### src/rtl/simmem_pkg.sv
// rtl/simmem_pkg.sv - shared sizing constants and types for the simulated memory controller
package simmem_pkg;

    localparam int WriteRespBankTotalCapacity = 8;
    localparam int WriteRespWidth             = 6;

    typedef logic [$clog2(WriteRespBankTotalCapacity)-1:0] write_resp_slot_t;

endpackage

### src/rtl/simmem_rr_picker.sv
// rtl/simmem_rr_picker.sv - combinational round-robin grant over a candidate vector
module simmem_rr_picker
    import simmem_pkg::*;
#(
    parameter int NumSlots = WriteRespBankTotalCapacity
) (
    input  logic [NumSlots-1:0]         cand_i,
    input  logic [$clog2(NumSlots)-1:0] ptr_i,
    output logic [NumSlots-1:0]         grant_o,
    output logic                        valid_o
);

    localparam int IdxW = $clog2(NumSlots);

    logic [IdxW-1:0] idx;

    // Scan starts at the pointer and wraps, so the first hit is the fair winner.
    always_comb begin
        grant_o = '0;
        valid_o = 1'b0;
        idx     = '0;
        for (int unsigned i = 0; i < NumSlots; i++) begin
            idx = IdxW'((32'(ptr_i) + i) % NumSlots);
            if (!valid_o && cand_i[idx]) begin
                grant_o[idx] = 1'b1;
                valid_o      = 1'b1;
            end
        end
    end

endmodule

### src/rtl/simmem_resp_releaser.sv
// rtl/simmem_resp_releaser.sv - holds write responses per slot and releases expired ones downstream
module simmem_resp_releaser
    import simmem_pkg::*;
#(
    parameter int NumSlots  = WriteRespBankTotalCapacity,
    parameter int RespWidth = WriteRespWidth
) (
    input  logic                        clk_i,
    input  logic                        rst_ni,
    input  logic                        wr_valid_i,
    input  logic [$clog2(NumSlots)-1:0] wr_slot_i,
    input  logic [RespWidth-1:0]        wr_data_i,
    output logic [NumSlots-1:0]         free_slots_o,
    input  logic [NumSlots-1:0]         release_en_i,
    output logic [NumSlots-1:0]         address_released_onehot_o,
    output logic                        out_valid_o,
    input  logic                        out_ready_i,
    output logic [RespWidth-1:0]        out_data_o
);

    localparam int IdxW = $clog2(NumSlots);

    logic [NumSlots-1:0]  occupied_q, occupied_d;
    logic [NumSlots-1:0]  in_flight_q, in_flight_d;
    logic [IdxW-1:0]      rr_ptr_q, rr_ptr_d;
    logic                 out_valid_q, out_valid_d;
    logic [RespWidth-1:0] out_data_q;
    logic [RespWidth-1:0] payload_q [NumSlots];

    logic [NumSlots-1:0]  cand, grant, released, wr_onehot;
    logic                 grant_valid, handshake, load, wr_accept;
    logic [RespWidth-1:0] winner_data;
    logic [IdxW-1:0]      winner_idx;

    assign handshake = out_valid_q & out_ready_i;
    assign released  = handshake ? in_flight_q : '0;
    // The slot already sitting in the output register must not be picked again.
    assign cand      = release_en_i & occupied_q & ~in_flight_q;
    assign load      = (!out_valid_q || out_ready_i) && grant_valid;
    assign wr_accept = wr_valid_i && !occupied_q[wr_slot_i];
    assign wr_onehot = NumSlots'(1) << wr_slot_i;

    simmem_rr_picker #(
        .NumSlots (NumSlots)
    ) u_picker (
        .cand_i  (cand),
        .ptr_i   (rr_ptr_q),
        .grant_o (grant),
        .valid_o (grant_valid)
    );

    always_comb begin
        winner_data = '0;
        winner_idx  = '0;
        for (int unsigned i = 0; i < NumSlots; i++) begin
            if (grant[i]) begin
                winner_data = payload_q[i];
                winner_idx  = IdxW'(i);
            end
        end
    end

    always_comb begin
        occupied_d  = (occupied_q & ~released) | (wr_accept ? wr_onehot : '0);
        out_valid_d = load | (out_valid_q & ~out_ready_i);
        in_flight_d = in_flight_q;
        rr_ptr_d    = rr_ptr_q;
        if (load) begin
            in_flight_d = grant;
            rr_ptr_d    = IdxW'((32'(winner_idx) + 32'd1) % NumSlots);
        end else if (handshake) begin
            in_flight_d = '0;
        end
    end

    always_ff @(posedge clk_i or negedge rst_ni) begin
        if (!rst_ni) begin
            occupied_q  <= '0;
            in_flight_q <= '0;
            rr_ptr_q    <= '0;
            out_valid_q <= 1'b0;
            out_data_q  <= '0;
            for (int i = 0; i < NumSlots; i++) begin
                payload_q[i] <= '0;
            end
        end else begin
            occupied_q  <= occupied_d;
            in_flight_q <= in_flight_d;
            rr_ptr_q    <= rr_ptr_d;
            out_valid_q <= out_valid_d;
            if (load) begin
                out_data_q <= winner_data;
            end
            if (wr_accept) begin
                payload_q[wr_slot_i] <= wr_data_i;
            end
        end
    end

    // Overwriting a live response would corrupt it; the write is dropped and reported.
    always @(posedge clk_i) begin
        if (rst_ni && wr_valid_i) begin
            assert (!occupied_q[wr_slot_i])
                else $warning("write to occupied slot %0d ignored", wr_slot_i);
        end
    end

    assign free_slots_o              = ~occupied_q;
    assign address_released_onehot_o = released;
    assign out_valid_o               = out_valid_q;
    assign out_data_o                = out_data_q;

endmodule
### config.mk
export PLATFORM = sky130hd
export DESIGN_NAME = simmem_resp_releaser
export DESIGN_NICKNAME = d
export VERILOG_FILES = /design/src/rtl/simmem_pkg.sv /design/src/rtl/simmem_rr_picker.sv /design/src/rtl/simmem_resp_releaser.sv
export SDC_FILE = /design/constraint.sdc
export NUM_CORES = 1
export LEC_CHECK = 0
export CAP_MARGIN = 5
export CELL_PAD_IN_SITES_DETAIL_PLACEMENT = 0
export CELL_PAD_IN_SITES_GLOBAL_PLACEMENT = 2
export CORE_UTILIZATION = 30
export DETAILED_ROUTE_END_ITERATION = 10
export MAX_ROUTING_LAYER = met4
export PLACE_DENSITY = 0.66
export SYNTH_ARGS = -nofsm -noshare
export SYNTH_HDL_FRONTEND = slang
export SYNTH_HIERARCHICAL = 1
export SYNTH_SLANG_ARGS = --single-unit
### constraint.sdc
create_clock -name clk_i -period 5.1 [get_ports clk_i]
set_input_delay 1.02 -clock clk_i [delete_from_list [all_inputs] [get_ports clk_i]]
set_output_delay 1.02 -clock clk_i [all_outputs]
set_load 0.01 [all_outputs]
== Word level (Yosys, flattened, before mapping) ==
Index checks and enable logic that the tools add are counted.

* Magnitude comparators: 19
* Shift-type cells: 1
* Add/subtract/negate cells: 8
* Reduce and logical (&&, ||, !) cells: 29
* Mux-type cells: 72
* Bitwise gates (word level): 19

{| class="wikitable"
|+ Operators with widths
! operator !! count
|-
| 8-bit two-way mux || 12
|-
| 8-bit OR || 8
|-
| 6-bit two-way mux || 9
|-
| 48-bit bitwise mux || 1
|-
| 3-bit by 4-bit < comparator with 1-bit output, second input constant || 9
|-
| 1-bit binary-select mux with 3-bit select || 9
|-
| 1-bit two-way mux || 26
|-
| 8-bit AND || 3
|-
| 1-bit demux with 3-bit select || 8
|-
| 3-bit by 1-bit >= comparator with 1-bit output, second input constant || 8
|-
| 8-bit NOT || 3
|-
| 6-bit demux with 3-bit select || 1
|-
| 1-bit logical AND || 18
|-
| 3-bit two-way mux || 6
|-
| 3-bit adder, second input constant || 4
|-
| 1-bit zero test || 9
|-
| 1-bit by 3-bit left shift with 8-bit output, first input constant || 1
|-
| 3-bit by 1-bit adder with 3-bit output, second input constant || 2
|-
| 3-bit by 2-bit adder with 3-bit output, second input constant || 2
|-
| 4-bit >= comparator, second input constant || 1
|-
| 4-bit by 1-bit < comparator with 1-bit output, second input constant || 1
|-
| 3-bit NOT with 4-bit output || 1
|-
| 1-bit AND || 2
|-
| 2-bit nonzero test || 1
|-
| 3 further kinds || 3
|}

* Output and inout bits: 23
* Word-level logic and storage cells: 161
* Register bits: 74
* Bits of input ports: 21

== Depth between registers and ports, before layout ==
Gate-level depths: netlist (run 1).

* Word-level depth: 34
* Depth in mapped cells: 19

== By module ==
Netlist (run 1), hierarchy kept.

{| class="wikitable"
|+ Modules (own cells, without submodules)
! module !! instances !! cells an instance !! area each (um^2)
|-
| simmem_resp_releaser || 1 || 293 || 3,497.1
|-
| simmem_rr_picker || 1 || 125 || 1,044.8
|}

== Worst setup path before layout (run 1) ==
OpenSTA, ideal clock, no wires.

* Kind: register -> register
* Start: reg rr_ptr_q[0]
* End: reg rr_ptr_q[2]
* Arrival: 4.428 ns
* Buffers on the path: 3
* Cell stages (with the launch flop): 19
* Slack: 0.589 ns
* Period minus slack after synthesis: 4.511 ns
* Cell sequence: dfrtp_1 buf_6 clkbuf_1 inv_1 clkbuf_1 ha_1 mux4_2 nor4_1 nor4_2 nor4_2 a22oi_1 o221ai_1 and2b_1 o21bai_1 a21oi_1 or2_2 ha_1 xor2_1 o21ai_0

{| class="wikitable"
|+ RTL lines
! item !! RTL line !! source
|-
| start: declaration || simmem_resp_releaser.sv:25 || <nowiki>logic [IdxW-1:0] rr_ptr_q, rr_ptr_d;</nowiki>
|-
| start signal: assignment || simmem_resp_releaser.sv:89 || <nowiki>rr_ptr_q <= rr_ptr_d;</nowiki>
|-
| parallel branches: the longest is 23 deep, another holds 3-bit by 4-bit < comparator with 1-bit output || -- ||
|-
| 8-bit two-way mux (*) || simmem_rr_picker.sv:24 || <nowiki>if (!valid_o && cand_i[idx]) begin</nowiki>
|-
| named net grant[2] || simmem_resp_releaser.sv:30 || <nowiki>logic [NumSlots-1:0] cand, grant, released, wr_onehot;</nowiki>
|-
| 3-bit two-way mux (*) (6 in series) || simmem_resp_releaser.sv:56 || <nowiki>if (grant[i]) begin</nowiki>
|-
| 3-bit by 1-bit adder with 3-bit output (*) || simmem_resp_releaser.sv:70 || <nowiki>rr_ptr_d = IdxW'((32'(winner_idx) + 32'd1) % NumSlots);</nowiki>
|}

Mark *: on every way through the listed nets, which the timed path passes. The select of a mux whose other input is x is not followed.
A chain may end at the register's enable or synchronous reset.

== Worst setup path after layout (run 1) ==
* Start: in release_en_i[6]
* End: reg rr_ptr_q[2]

{| class="wikitable"
|+ RTL lines
! item !! RTL line !! source
|-
| start: declaration || simmem_resp_releaser.sv:14 || <nowiki>input logic [NumSlots-1:0] release_en_i,</nowiki>
|-
| 8-bit AND (*) (2 in series) || simmem_resp_releaser.sv:38 || <nowiki>assign cand = release_en_i & occupied_q & ~in_flight_q;</nowiki>
|-
| named net cand[6] || simmem_resp_releaser.sv:30 ||
|-
| 1-bit binary-select mux with 3-bit select || simmem_rr_picker.sv:24 ||
|-
| 1-bit two-way mux (not written as such) || simmem_rr_picker.sv:24 ||
|-
| 1-bit two-way mux || simmem_rr_picker.sv:24 ||
|-
| 1-bit zero test || simmem_rr_picker.sv:24 ||
|-
| 1-bit logical AND || simmem_rr_picker.sv:24 ||
|-
| 1-bit two-way mux || simmem_rr_picker.sv:24 ||
|-
| [13 not listed] || -- ||
|-
| 1-bit logical AND || simmem_rr_picker.sv:24 ||
|-
| 1-bit two-way mux || simmem_rr_picker.sv:24 ||
|-
| 1-bit zero test || simmem_rr_picker.sv:24 ||
|-
| 1-bit logical AND || simmem_rr_picker.sv:24 ||
|-
| 8-bit two-way mux (*) || simmem_rr_picker.sv:24 ||
|-
| named net grant[2] || simmem_resp_releaser.sv:30 ||
|-
| 3-bit two-way mux (*) (6 in series) || simmem_resp_releaser.sv:56 ||
|-
| 3-bit by 1-bit adder with 3-bit output (*) || simmem_resp_releaser.sv:70 ||
|}

The timed path passes the listed nets; every way through them passes the cells marked *. The select of a mux whose other input is x is not followed.

==> results of run 1 <==
-- kinds of logic (layout without fill, tap and decap cells) --
family          count (synthesis)  in the layout  synth area share
flops                          74             74            0.4077
simple gates                  141            141            0.2036
buf+inv                        38            111           0.03443
fa+ha+maj                       7              7           0.01928
compound gates                 89             89            0.1430
mux                            65             65            0.1843
xor+xnor                        4              4          0.007715
-- layout make-up --
class                           count  area share
Inverter                           19     0.01250
Timing Repair Buffer               76      0.1228
Clock inverter                      7     0.01623
Clock buffer                        9     0.03947
Sequential cell                    74      0.3246
Tap cell                          184     0.04035
Multi-Input combinational cell    306      0.4441
-- state kept, by name, indices dropped and copies added (netlist names) --
name and cells:
payload_q 48, rr_ptr_q 3, out_data_o 6, out_valid_o 1, occupied_q 8, in_flight_q 8
-- layer usage --
layer / GRT usage / wire (microns)
met4: 0.05882 / 210
met2: 0.2971 / 6457
met1: 0.2455 / 6344
met5: - / 0
met3: 0.03594 / 592
-- cells in the mapped netlist, types with 10 or more instances --
cell type | count | area share
dfrtp_1 | 74 | 0.41
nand2_1 | 37 | 0.031
mux2_1 | 30 | 0.074
inv_1 | 18 | 0.015
mux2_2 | 16 | 0.040
clkbuf_1 | 13 | 0.011
nor2_1 | 13 | 0.011
and3_1 | 11 | 0.015
a21oi_1 | 10 | 0.011
nor3b_1 | 10 | 0.017
o21ai_0 | 10 | 0.011
-- how the worst max path moves through the flow --
stage                                    endpoint  slack, ps  cells past startpoint
after floorplan           rr_ptr_q[2]$_DFFE_PN0P_        590                     18
after global placement    rr_ptr_q[2]$_DFFE_PN0P_        -50                     17
after detailed placement  rr_ptr_q[2]$_DFFE_PN0P_        -50                     17
after CTS                 rr_ptr_q[2]$_DFFE_PN0P_        310                     17
after global routing      rr_ptr_q[2]$_DFFE_PN0P_         60                     17
final                     rr_ptr_q[2]$_DFFE_PN0P_        320                     17
-- power groups by stage --
stage / registers [uW] / clock network, uW / logic (uW)
2_1_floorplan: 1020 / 0 / 1800
3_3_place_gp: 1040 / 0 / 2830
3_5_place_dp: 1040 / 0 / 2800
4_1_cts: 1030 / 699 / 2820
5_1_grt: 1070 / 729 / 3070
6_report: 1030 / 680 / 2830
-- cells in the final DEF, fill, tap and decap left out, types with 3 or more instances in the layout --
master,instances
nor2b_1,9
a32oi_1,4
nand2b_1,7
clkinv_2,3
a22oi_1,8
ha_1,7
clkbuf_16,9
nor3_1,5
mux4_2,9
nand3_1,8
mux2i_1,9
nand3b_1,3
o2111ai_1,3
mux2_1,30
a41oi_1,3
nor2_1,13
o21bai_1,9
a22o_1,8
o21ai_0,10
nor4_1,6
or3_1,3
o211ai_1,3
a211oi_1,5
nor3b_1,10
a21oi_1,10
nor3_4,6
a221oi_1,7
mux2_2,16
inv_1,18
and3_1,11
nor4_2,4
o21ai_1,6
clkdlybuf4s50_1,42
nand4b_1,5
dfrtp_1,74
or4_1,3
buf_4,32
nand2_1,37
-- stage by stage --
step | power [uW] | utilization | setup slack, ps
finish | 4538 | 0.3896 | 321.5
global route | 4868 | 0.3896 | 57.40
CTS | 4549 | 0.3896 | 309.5
detailed placement | 3841 | 0.3679 | -47.07
global placement | 3862 | 0.3679 | -53.26
floorplan | 2815 | - | 589.3
==> metrics.txt, run 1 <==
worst setup path startpoint=release_en_i[6]; Total Negative Setup Slacks=0 ps; CP delay by family, top=simple AND/OR/NAND/NOR gates; Starting Density=0.3102; Async S/R FF share, synth=1.000; Pleak=0.002351 uW; Final Hold Viols=0; post-CTS resize count=0; Min-Delay Startpoint=payload_q[28]$_DFFE_PN0P_; peak supply drop=0.3309 mV; Slew Limit Fails=0; post-route ant nets=0; Slew Limit Headroom=0.3486; Placed Cells=659; post-layout min period=4778 ps; DP Wirelength=9.833 mm; worst hold slack=488.2 ps; Multi-input gate area=0.002534 sq mm; Final Cycle Share=0.9370; Setup crit end kind=flip-flop; FF+latch area=0.001852 sq mm; internal reg-to-reg setup slack=820 ps; number of global-route vias before repair=3777; post-DR vias/cell=5.610; Worst-path clk slew=60 ps; Post-CTS Setup Bufs=0; CP max FO=14; combinational share of power=0.623; initial antenna violation count=0; share of layout cells above drive strength 1=0.1894; worst-path cell chain=clkdlybuf4s50_1, nor3b_1, buf_4, mux4_2, nor4_1, nor4_2, buf_12, nor4_2, a22oi_1, o221ai_1, and2b_1, o21bai_1, a21oi_1, or2_2, ha_1, xor2_1, o21ai_0; die height=125.0 microns; synth warn=6; count of port buffers added during placement=43; Post-Syn Nets=446; post-route cell area=0.005705 sq mm; P_sw=1976 uW; io pins=44; GP Congestion=0.8697; largest net degree at the start of global routing=75; CTS Buf Count=9; Vias=3787; FILL cells=1442; Buf+Inv Stages, Crit Path=3; hold buffers post-CTS=0; Cells after Synth=418; failing checks=design-rule violations; Hold Crit Endpoint=payload_q[28]$_DFFE_PN0P_; H-tree depth=3; Peak Freq=0.2093 GHz; clock insertion delay at the later pin of the skew report=340 ps; drt initial violations=240; TritonCTS clock tree=yes; switching share of total power=0.4354; cell count of the worst hold path=1; Critical Path Start Type=primary input; n_diodes=0; Synth Flop Type=dfrtp_1; Top cell by count, worst path=nor4_2; Yosys cell types=59; Clock Sinks=74; Syn Area/Cell=10.87 sq um; Seq/Total Area, Yosys=0.4077; Flop pwr share=0.228; Clock Tree Root=clkbuf_16; Clock power frac=0.150; EDFF count, synth=0; die width=125.0 microns; total grt overflow=0; Max-cap violations=0; FP Rows=44; drt pass-1 iters=7; Crit path largest cell delay=520 ps; status=complete, but fails checks; Final setup viols=0; worst r2r dst=rr_ptr_q[2]$_DFFE_PN0P_; slowest cell on the critical path=mux4_2; FF-to-FF Start=rr_ptr_q[1]$_DFFE_PN0P_; WS Path Type=primary input to flip-flop; PD cells=795.4 mW/mm^2; Hold Crit Class=flip-flop to flip-flop; Avg WL per Cell=20.15 microns; Int Power=2562 uW; area of the mapped netlist=0.004542 sq mm; RSZ-0062 raised after global routing=no; Worst R2R Path Depth=17; Arr. time, crit path=5040 ps; Clock Skew=5.738 ps; post-synthesis register bit count=74; CP required=5360 ps; Layout area overhead=25.62%; clk buf depth=2; Slew @ Worst Pin=977.1 ps; first-pass GRT wire length=21.87 mm; GRT Resource Usage Total=0.1888; # DRC=9; die outline area=0.01564 sq mm; Non-Filler Instances=675; core area=0.01464 sq mm; # nets final=514; Post-DP Area=0.005388 sq mm; Total Wirelength=13.60 mm
(Power assumes the default switching activity.)
==> run 2: changes to the inputs <==
Settings changed: SKIP_CTS_REPAIR_TIMING set to 1.
==> results of run 2 <==
The final DEF is identical to that of run 1; final timing and power are the same.
==> variant (settings of run 1) <==
Set the package constant `WriteRespWidth` to 12 (it was 6).
--- a/src/rtl/simmem_pkg.sv
+++ b/src/rtl/simmem_pkg.sv
@@ -2,7 +2,7 @@
 package simmem_pkg;
 
     localparam int WriteRespBankTotalCapacity = 8;
-    localparam int WriteRespWidth             = 6;
+    localparam int WriteRespWidth             = 12;
 
     typedef logic [$clog2(WriteRespBankTotalCapacity)-1:0] write_resp_slot_t;
 
Interface: changed (resized out_data_o and wr_data_i); port bits go from 44 to 56. The function was not compared with the original's and may differ.
==> variant against run 1 <==
Critical path type unchanged; synthesized area increased by 52%; sequential power grew 73%; sequential cell count grew 54; routed wire length grew 52%; non-clock buffer count increased by 47; cell area rose by 55%; setup slack got worse by 0.065 ns; first-iteration DRC count grew 0.42%; power increased by 64%; register-to-register slack got worse by 0.07 ns.
==> variant: results (changes against run 1) <==
Slowest cell on crit path=nor4b_4; post-synth cell types=62 (+5.1%); Worst-Margin Slew=1.00 ns (+0.0233 ns); CP max stage delay=0.57 ns (+0.05 ns); flop-to-flop setup slack=0.75 ns (-0.07 ns); CP max FO=7 (-7); Seq pwr share=24.0% (+1.2 points); global-route wire length before repair=33.3 mm (+52%); Comb power frac=57.7% (-4.6 points); DR pass1 iterations=4 (-3); RePlAce Congestion=0.921 (+5.9%); met2 wire len=9.87 mm (+53%); status=complete, no violations; via count=5,387 (+42%); worst path arrival time=5.20 ns (+0.16 ns); number of global-route vias before repair=5,722 (+51%); pwr dens=842 nW/µm² (+5.9%); GRT met3 Usage=3.04% (-0.55 points); met1 Use GR=24.6% (+0.048 points); Post-Place Cells=977 (+48%); sequential area share after synthesis=46.5% (+5.7 points); met2 Resource Use GR=30.7% (+0.96 points); worst hold start=payload_q[65]; Sw Pwr=3040 µW (+54%); Top delay family on crit path=compound AO/OA/AOI/OAI gates; max reg flops=96 (+100%); VDD IR max=0.365 mV (+10%); placed cell area=8160 µm² (+51%); Max H-tree Level=4 (+1)
==> variant: cell count changes after synthesis, moves of 7 or more <==
cell / run 1 / this run
a21oi_1: 10 / 27
a32o_1: 0 / 8
buf_2: 5 / 12
dfrtp_1: 74 / 128
mux2_2: 16 / 57
nand2_1: 37 / 53
o211ai_1: 3 / 13
o21ai_0: 10 / 23
o22ai_1: 0 / 8
==> variant: area by class of cell <==
type                       count  area (µm²)
timing repair buffer         123        1070
clock inverter                14         235
fill                        2211       13700
inverter                      22        82.6
sequential                   128        3200
clock buffer                  18         429
multi-input combinational    419        3450
tap                          285         357
==> variant: kinds of logic (layout without fill, tap and decap cells) <==
logic type | count (synthesis) | after routing | share of synthesized area (%)
multiplexers | 108 | 108 | 19.2
AO/OA/AOI/OAI | 147 | 147 | 15.0
buffers and inverters | 60 | 177 | 4.08
XOR/XNOR | 4 | 4 | 0.508
adder cells (fa/ha/maj) | 7 | 7 | 1.27
flip-flops | 128 | 128 | 46.5
AND/OR/NAND/NOR | 153 | 153 | 13.5
